`config.mk`:
```
export PLATFORM = sky130hd
export DESIGN_NAME = rob_commit_ctrl_flat
export DESIGN_NICKNAME = d
export VERILOG_FILES = /design/src/rtl/rob_commit_if.sv /design/src/rtl/rob_commit_ctrl.sv /design/src/flat_wrapper.sv
export SDC_FILE = /design/constraint.sdc
export NUM_CORES = 1
export LEC_CHECK = 0
export ABC_AREA = 1
export BUFFER_PORTS_ARGS = -buffer_cell sky130_fd_sc_hd__clkbuf_2
export CAP_MARGIN = 30
export CORE_MARGIN = 5
export CORE_UTILIZATION = 65
export CTS_BUF_LIST = sky130_fd_sc_hd__clkbuf_8
export CTS_CLUSTER_DIAMETER = 30
export DETAILED_ROUTE_END_ITERATION = 10
export PLACE_DENSITY_LB_ADDON = 0.12
export SLEW_MARGIN = 25
export SYNTH_ARGS = -nofsm -noshare
export SYNTH_HDL_FRONTEND = slang
export SYNTH_SLANG_ARGS = --single-unit
```
`constraint.sdc`:
```
create_clock -name clk -period 4.8 [get_ports clk]
set_input_delay 0.24 -clock clk [delete_from_list [all_inputs] [get_ports clk]]
set_output_delay 0.24 -clock clk [all_outputs]
set_load 0.1 [all_outputs]
```
`src/rtl/rob_commit_if.sv`:
```
// Decode / write-back / commit / register-status signals of the reorder buffer.
// The slave modport is the ROB controller; the master side is the surrounding pipeline.
interface rob_commit_if #(
    parameter int TAG_W  = 4,
    parameter int DATA_W = 32
);
    logic              alloc_req;
    logic [4:0]        alloc_dest;
    logic              alloc_ready;
    logic [TAG_W-1:0]  alloc_tag;
    logic              wb_valid;
    logic [TAG_W-1:0]  wb_tag;
    logic [DATA_W-1:0] wb_data;
    logic              commit_valid;
    logic [TAG_W-1:0]  commit_tag;
    logic [4:0]        commit_dest;
    logic [DATA_W-1:0] commit_data;
    logic              rs_clear;
    logic [4:0]        rs_regclear;
    logic [TAG_W-1:0]  rs_check_index;
    logic              flush;
    logic [TAG_W-1:0]  count;

    modport slave (
        input  alloc_req, alloc_dest, wb_valid, wb_tag, wb_data, rs_check_index, flush,
        output alloc_ready, alloc_tag, commit_valid, commit_tag, commit_dest, commit_data,
               rs_clear, rs_regclear, count
    );

    modport master (
        output alloc_req, alloc_dest, wb_valid, wb_tag, wb_data, rs_check_index, flush,
        input  alloc_ready, alloc_tag, commit_valid, commit_tag, commit_dest, commit_data,
               rs_clear, rs_regclear, count
    );
endinterface

```
`src/rtl/rob_commit_ctrl.sv`:
```
// In-order reorder-buffer controller: issues tags 1..NUM_TAGS, records write-back,
// retires in program order and gates the register-status clear on tag ownership.
module rob_commit_ctrl #(
    parameter int NUM_TAGS = 15,
    parameter int TAG_W    = 4,
    parameter int DATA_W   = 32
) (
    input  logic         clk,
    input  logic         rst,
    rob_commit_if.slave  rob
);
    logic [TAG_W-1:0]  head_reg, tail_reg, count_reg;
    logic [TAG_W-1:0]  head_next, tail_next, count_next;
    logic [NUM_TAGS:1] valid_reg, done_reg;
    logic [NUM_TAGS:1] valid_next, done_next;
    logic [4:0]        dest_mem [1:NUM_TAGS];
    logic [DATA_W-1:0] data_mem [1:NUM_TAGS];

    logic accept;
    logic commit;
    logic wb_ok;

    // Tag 0 means "in the register file", so pointers wrap NUM_TAGS -> 1.
    function automatic logic [TAG_W-1:0] wrap_inc(input logic [TAG_W-1:0] p);
        return (p == TAG_W'(NUM_TAGS)) ? TAG_W'(1) : p + TAG_W'(1);
    endfunction

    assign rob.alloc_ready  = (count_reg < TAG_W'(NUM_TAGS)) && !rob.flush;
    assign rob.alloc_tag    = tail_reg;
    assign rob.commit_valid = valid_reg[head_reg] && done_reg[head_reg] && !rob.flush;
    assign rob.commit_tag   = head_reg;
    assign rob.commit_dest  = dest_mem[head_reg];
    assign rob.commit_data  = data_mem[head_reg];
    assign rob.rs_regclear  = dest_mem[head_reg];
    // A younger producer that re-mapped the register owns the status entry; leave it alone.
    assign rob.rs_clear     = rob.commit_valid && (rob.commit_dest != 5'd0) &&
                              (rob.rs_check_index == head_reg);
    assign rob.count        = count_reg;

    assign accept = rob.alloc_req && rob.alloc_ready;
    assign commit = rob.commit_valid;
    assign wb_ok  = rob.wb_valid && !rob.flush && (rob.wb_tag != '0) && valid_reg[rob.wb_tag];

    genvar gi;
    generate
        for (gi = 1; gi <= NUM_TAGS; gi++) begin : g_entry
            logic alloc_hit, wb_hit, commit_hit;
            assign alloc_hit  = accept && (tail_reg == TAG_W'(gi));
            assign wb_hit     = wb_ok  && (rob.wb_tag == TAG_W'(gi));
            assign commit_hit = commit && (head_reg == TAG_W'(gi));

            // Retirement wins over a late write-back to the same entry.
            assign valid_next[gi] = rob.flush  ? 1'b0 :
                                    commit_hit ? 1'b0 :
                                    alloc_hit  ? 1'b1 : valid_reg[gi];
            assign done_next[gi]  = rob.flush  ? 1'b0 :
                                    commit_hit ? 1'b0 :
                                    alloc_hit  ? 1'b0 :
                                    wb_hit     ? 1'b1 : done_reg[gi];
        end
    endgenerate

    always_comb begin
        head_next  = head_reg;
        tail_next  = tail_reg;
        count_next = count_reg;
        if (rob.flush) begin
            head_next  = TAG_W'(1);
            tail_next  = TAG_W'(1);
            count_next = '0;
        end else begin
            if (commit) head_next = wrap_inc(head_reg);
            if (accept) tail_next = wrap_inc(tail_reg);
            case ({accept, commit})
                2'b10:   count_next = count_reg + TAG_W'(1);
                2'b01:   count_next = count_reg - TAG_W'(1);
                default: count_next = count_reg;
            endcase
        end
    end

    always_ff @(posedge clk or posedge rst) begin
        if (rst) begin
            head_reg  <= TAG_W'(1);
            tail_reg  <= TAG_W'(1);
            count_reg <= '0;
            valid_reg <= '0;
            done_reg  <= '0;
        end else begin
            head_reg  <= head_next;
            tail_reg  <= tail_next;
            count_reg <= count_next;
            valid_reg <= valid_next;
            done_reg  <= done_next;
        end
    end

    // Payload storage needs no reset: it is only observed behind valid/done.
    always_ff @(posedge clk) begin
        if (accept) dest_mem[tail_reg]   <= rob.alloc_dest;
        if (wb_ok)  data_mem[rob.wb_tag] <= rob.wb_data;
    end
endmodule

```
`src/flat_wrapper.sv`:
```
// flat-port wrapper written by rule: the top's interface ports become plain ports
module rob_commit_ctrl_flat 
#(
    parameter int NUM_TAGS = 15,
    parameter int TAG_W    = 4,
    parameter int DATA_W   = 32
)
  (clk, rst, rob_alloc_req, rob_alloc_dest, rob_wb_valid, rob_wb_tag, rob_wb_data, rob_rs_check_index, rob_flush, rob_alloc_ready, rob_alloc_tag, rob_commit_valid, rob_commit_tag, rob_commit_dest, rob_commit_data, rob_rs_clear, rob_rs_regclear, rob_count);
  rob_commit_if #(.TAG_W(TAG_W), .DATA_W(DATA_W)) rob_i ();
  input  logic clk;
  input  logic rst;
  input wire logic [$bits(rob_i.alloc_req)-1:0] rob_alloc_req;
  input wire logic [$bits(rob_i.alloc_dest)-1:0] rob_alloc_dest;
  input wire logic [$bits(rob_i.wb_valid)-1:0] rob_wb_valid;
  input wire logic [$bits(rob_i.wb_tag)-1:0] rob_wb_tag;
  input wire logic [$bits(rob_i.wb_data)-1:0] rob_wb_data;
  input wire logic [$bits(rob_i.rs_check_index)-1:0] rob_rs_check_index;
  input wire logic [$bits(rob_i.flush)-1:0] rob_flush;
  output wire logic [$bits(rob_i.alloc_ready)-1:0] rob_alloc_ready;
  output wire logic [$bits(rob_i.alloc_tag)-1:0] rob_alloc_tag;
  output wire logic [$bits(rob_i.commit_valid)-1:0] rob_commit_valid;
  output wire logic [$bits(rob_i.commit_tag)-1:0] rob_commit_tag;
  output wire logic [$bits(rob_i.commit_dest)-1:0] rob_commit_dest;
  output wire logic [$bits(rob_i.commit_data)-1:0] rob_commit_data;
  output wire logic [$bits(rob_i.rs_clear)-1:0] rob_rs_clear;
  output wire logic [$bits(rob_i.rs_regclear)-1:0] rob_rs_regclear;
  output wire logic [$bits(rob_i.count)-1:0] rob_count;
  assign rob_i.alloc_req = rob_alloc_req;
  assign rob_i.alloc_dest = rob_alloc_dest;
  assign rob_i.wb_valid = rob_wb_valid;
  assign rob_i.wb_tag = rob_wb_tag;
  assign rob_i.wb_data = rob_wb_data;
  assign rob_i.rs_check_index = rob_rs_check_index;
  assign rob_i.flush = rob_flush;
  assign rob_alloc_ready = rob_i.alloc_ready;
  assign rob_alloc_tag = rob_i.alloc_tag;
  assign rob_commit_valid = rob_i.commit_valid;
  assign rob_commit_tag = rob_i.commit_tag;
  assign rob_commit_dest = rob_i.commit_dest;
  assign rob_commit_data = rob_i.commit_data;
  assign rob_rs_clear = rob_i.rs_clear;
  assign rob_rs_regclear = rob_i.rs_regclear;
  assign rob_count = rob_i.count;
  rob_commit_ctrl #(.NUM_TAGS(NUM_TAGS), .TAG_W(TAG_W), .DATA_W(DATA_W)) u_core (.clk(clk), .rst(rst), .rob(rob_i));
endmodule
```
After elaboration in Yosys (flattened, before gate mapping)
Memory sizes are Yosys's and may differ from the RTL's.
Index checks and enable logic that the tools add are counted.
- add/sub/neg operators: 4
- $lt $le $gt $ge: 3
- equal/unequal tests: 48
- muxes and demuxes: 123
- reduce and logical (&&, ||, !) cells: 90
- operators with widths (cell ; number):
    $mux 1 ; 112
    $eq 4x4->1 const B ; 24
    $reduce_bool 4->1 ; 16
    $logic_and 1x1->1 ; 54
    $eq 4x3->1 const B ; 12
    $reduce_bool 3->1 ; 16
    $mux 4 ; 7
    $eq 4x2->1 const B ; 6
    $add 4x1->4 const B ; 3
    $bmux 1 s4 ; 3
    $eq 4x1->1 const B ; 3
    $lt 4x5->1 const B ; 2
    $pmux 4 s2 ; 1
    $reduce_bool 5->1 ; 1
    $eq 4x4->1 ; 1
    $lt 4x4->1 const B ; 1
    $reduce_bool 2->1 ; 2
    $sub 4x1->4 const B ; 1
    $eq 2x1->1 const B ; 1
    $eq 2x2->1 const B ; 1
    $logic_not 1->1 ; 1
- register bits after elaboration: 42
- memory bits (writable): 555
- bits of input ports: 50
- output and inout port bits: 57
- word-level logic and storage cells: 303
- memories kept: 2
- memory list (memory ; words ; bits a word ; rd ports ; clocked after memory_dff ; write ports ; line ; source):
    u_core.data_mem ; 15 ; 32 ; 1 ; 0 ; 1 ; rob_commit_ctrl.sv:17 ; logic [DATA_W-1:0] data_mem [1:NUM_TAGS];
    u_core.dest_mem ; 15 ; 5 ; 1 ; 0 ; 1 ; rob_commit_ctrl.sv:16 ; logic [4:0] dest_mem [1:NUM_TAGS];

Depth between registers and ports, before layout
- word-level depth: 9
- gate-level depth with buffers: 21
- gate-level depth less buffers: 19

Worst setup path before layout
Ideal clock, no wire load.
- path type: reg-to-output
- start: register u_core.head_reg[1], in the netlist u_core.rob.commit_tag[1]
- end: output rob_rs_clear
- arrival time: 4.198 ns
- data required time: 4.560 ns
- path slack: 0.362 ns
- stages on the path, launching flop included: 10
- buffers on the path: 3
- cells stage by stage: dfrtp_1 > buf_4 > buf_2 > clkbuf_1 > o21ai_0 > o22ai_1 > nand2_1 > nand4_1 > nor3_1 > nor2_1
- elaborated cells between the ends (all ways): 11
- those cells by class: eq/ne: 1; mux: 4; reduce/logical: 5; memory: 1
- RTL lines (item ; line ; source):
    start: declaration ; rob_commit_ctrl.sv:12 ; logic [TAG_W-1:0] head_reg, tail_reg, count_reg;
    start signal: assignment ; rob_commit_ctrl.sv:90 ; head_reg <= head_next;
    $mem_v2 15x5 ; - ;
    named net rob_commit_dest[4] ; flat_wrapper.sv:23 ; output wire logic [$bits(rob_i.commit_dest)-1:0] rob_commit_dest;
    $reduce_bool 5->1 ; rob_commit_ctrl.sv:36 ; assign rob.rs_clear = rob.commit_valid && (rob.commit_dest != 5'd0) &&
    $logic_and 1x1->1 (2 in a row) ; rob_commit_ctrl.sv:36 ;
    end: declaration ; flat_wrapper.sv:25 ; output wire logic [$bits(rob_i.rs_clear)-1:0] rob_rs_clear;
The timed path passes the listed nets, and every way through them passes these cells. The select of a mux whose other input is x is not followed.

Worst setup path in the final report
- start: register u_core.head_reg[0], in the netlist u_core.rob.commit_tag[0]
- end: output rob_rs_clear
- word-level cells in the longest chain between the ends: 6
- elaborated cells between the ends (all ways): 11
- those cells by class: eq/ne: 1; mux: 4; reduce/logical: 5; memory: 1
- ends and longest elaborated chain (item ; line):
    branches (longest 5 deep; another with $mem_v2 15x5) ; -
    $logic_and 1x1->1 (*) ; rob_commit_ctrl.sv:36
Every way passes the cells marked *. The select of a mux whose other input is x is not followed.

==> qor.txt <==
DR vias: 16.9k
CP startpoint kind: flop
Biggest register: u_core.data_mem
Seq/Total Area, Yosys: 0.727
first-pass GRT wire length: 93600 um
mean post-synth cell area: 11.9 sq um
layout cells sized above 1: 0.147
Core Util, Final: 0.748
max-cap violation count: 0
Wirelength per Cell: 22.1 um
initial antenna violation count: 1
cell leakage power: 0.0100 uW
commonest cells in the netlist: 555 x edfxtp_1, 330 x nand2_1, 329 x nor2_1, 312 x o21ai_0, 107 x o22ai_1
Starting DRT DRC Count: 2252
vias per cell: 6.14
synth warn: 0
Multi-input gate area: 5850 sq um
insertion delay to the later sink of the worst-skew pair: 0.67 ns
CTS sink count: 597
Switching Fraction: 0.229
setup TNS: 0 ns
WP data required: 4.56 ns
worst slew pin tran: 0.935 ns
top_reg_cell synth: edfxtp_1
mux share of post-synthesis cell area: 0
fin crit share: 0.876
NetSw: 2570 uW
Setup crit end kind: output pin
GR Util All Layers: 0.293
CTS Root Cell: clkbuf_8
placed cell area: 25300 sq um
DIE HEIGHT: 204 um
die width: 204 um
reg2reg start: u_core.rob.commit_tag[0]
vias in the first global route: 16.4k
worst setup path startpoint: u_core.rob.commit_tag[0]
first-pass iteration count of the detailed router: 6
nets@finish: 2261
n_diodes: 0
Post-Syn Nets: 2103
largest family of logic cells by synthesized area: simple AND/OR/NAND/NOR gates
CP arrival: 3.97 ns
XOR/XNOR Fraction of Synth Area: 0.00251
Synth async-reset ratio: 0.0704
Gate power share: 0.054
top post-synthesis cells by area: edfxtp_1 68%, o21ai_0 6.4%, nand2_1 5.1%
outcome: completed
flip-flop count of the largest register after layout: 480
Final Max Tran Viols: 0
hold_sp: rob_alloc_req
Die ar.: 41500 sq um
P per Cell Area: 402 nW/um^2
Syn Inst Count: 2042
Hold WS: 0.0388 ns
final hold vios: 0
unrepaired setup endpoints after global routing: no
cell internal pwr: 8640 uW
initial core utilization: 0.653
FF+latch count, synth: 597
RD Place Congestion: 0.935
ANT nets after route: 0
Max VDD drop: 0.376 mV
critical setup path kind: flop to output pin
Post-synth EDFFs: 555
crit path max fanout: 152
Seq pwr share: 0.511
Longest Clk Path Bufs: 3
Area Growth Syn to Fin: 14.4%
top-count cell post-synth: edfxtp_1
number of port buffers: 106
PostCTS Resize Cnt: 0
max_slew headroom: 0.374
Cell Rows: 71
Final Critical Period: 4.21 ns
Clock Pin Slew Worst Setup and Hold Paths: 0.06 ns
f_max: 238 MHz
design area: 27900 sq um
Clock Power Share: 0.435
DRT Wirelength: 61100 um
DRC: 0
Post-Syn Area: 24400 sq um
synth unique cells: 33
largest net degree at the start of global routing: 154
Synth Area in Adders: 0.00595
Ports: 107
TritonCTS clock tree: yes
htree depth: 3
dpl hpwl: 30100 um
share of the synthesized area in the top cell type: 0.684
gr ovfl total: 0
flip-flop and latch area: 17700 sq um
Inserted Clock Buffers: 106
area fraction in compound gates after synthesis: 0.102
core area: 37300 sq um
FILL cells: 2386
hold crit path type: input pin to flop
top cell type by total area after synthesis: edfxtp_1
Setup Skew: 0.0311 ns
Top Registers: u_core.data_mem: 480 flops, u_core.dest_mem: 75 flops
setup violators final: 0
Simple-Gate Fraction of Synth Area: 0.124
area by class of cell:
class | count | area share
Timing Repair Buffer | 172 | 0.0413
Tap cell | 474 | 0.0213
Multi-Input combinational cell | 1234 | 0.210
Clock inverter | 80 | 0.0244
Sequential cell | 597 | 0.635
Clock buffer | 113 | 0.0557
Inverter | 89 | 0.0124
metal layers:
metal  global-route usage  vias to the layer above  wire [um]
li1                     -                     7595          -
met1                0.406                     8264      24200
met2                0.476                      936      29800
met3               0.0525                      135       5490
met4                0.106                        2       1650
met5                    0                        -         11
cell families after synthesis:
logic type	Yosys count
AND/OR/NAND/NOR	755
flip-flops	597
AO/OA/AOI/OAI	461
buffers and inverters	211
adder cells (fa/ha/maj)	11
XOR/XNOR	7
repair_timing:
| item | 4_1_cts | 5_1_grt |
|---|---|---|
| buffers inserted | 0 | 0 |
| hold endpoints to repair | 561 | 0 |
| hold buffers | 37 | 0 |
worst paths after layout:
| path | to | slack [ns] | cells after the start |
|---|---|---|---|
| min in group asynchronous | u_core.valid_reg[10] | 0.27 | 4 |
| min | u_core.rob.alloc_tag[3] | 0.04 | 3 |
| max | rob_rs_clear | 0.59 | 11 |
| min reg2reg | u_core.valid_reg[13] | 0.56 | 2 |
| max in group asynchronous | u_core.rob.commit_tag[1] | 4.10 | 4 |
| max reg2reg | u_core.rob.count[3] | 1.05 | 19 |
per-stage QoR:
stage               total power, uW  cells  worst slack [ns]
floorplan                      6240   2042             0.362
global placement               6390   2528              1.27
detailed placement             6410   2529              1.16
CTS                           11300   2759             0.601
global route                  11600   2759             0.366
finish                        11200   2759             0.595
placed cells by master, fill, tap and decap left out, types with 9 or more instances in the layout:
cell / instances
buf_4: 25
o21ai_0: 312
bufinv_16: 11
nand2_1: 330
clkbuf_8: 113
o22ai_1: 107
dfrtp_1: 39
clkinv_1: 22
nand3_1: 31
nor2_1: 314
inv_2: 9
clkinv_2: 14
nand4_1: 39
inv_1: 95
dlygate4sd3_1: 37
and2_1: 10
clkbuf_2: 106
edfxtp_1: 555
nor2_4: 18
o21ai_1: 14
ha_1: 10
a21oi_1: 16
power groups by stage:
stage / sequential [uW] / combinational, uW / clock (uW)
final: 5740 / 601 / 4880
after floorplan: 5880 / 367 / 0
after detailed placement: 5840 / 567 / 0
after global routing: 5740 / 657 / 5220
after CTS: 5740 / 594 / 4930
after global placement: 5840 / 547 / 0
worst max-delay path, cell delays in order (launching register included):
cell and delay [ns]:
dfstp_4 1.07, inv_8 0.40, buf_4 0.49, nor2_1 0.17, o21ai_1 0.09, nand2_1 0.05, nand2_1 0.09, nor2_1 0.14
nand2_1 0.07, nor3_1 0.18, nor2_1 0.06, clkbuf_2 0.36
Power figures use the tool's default switching activity.
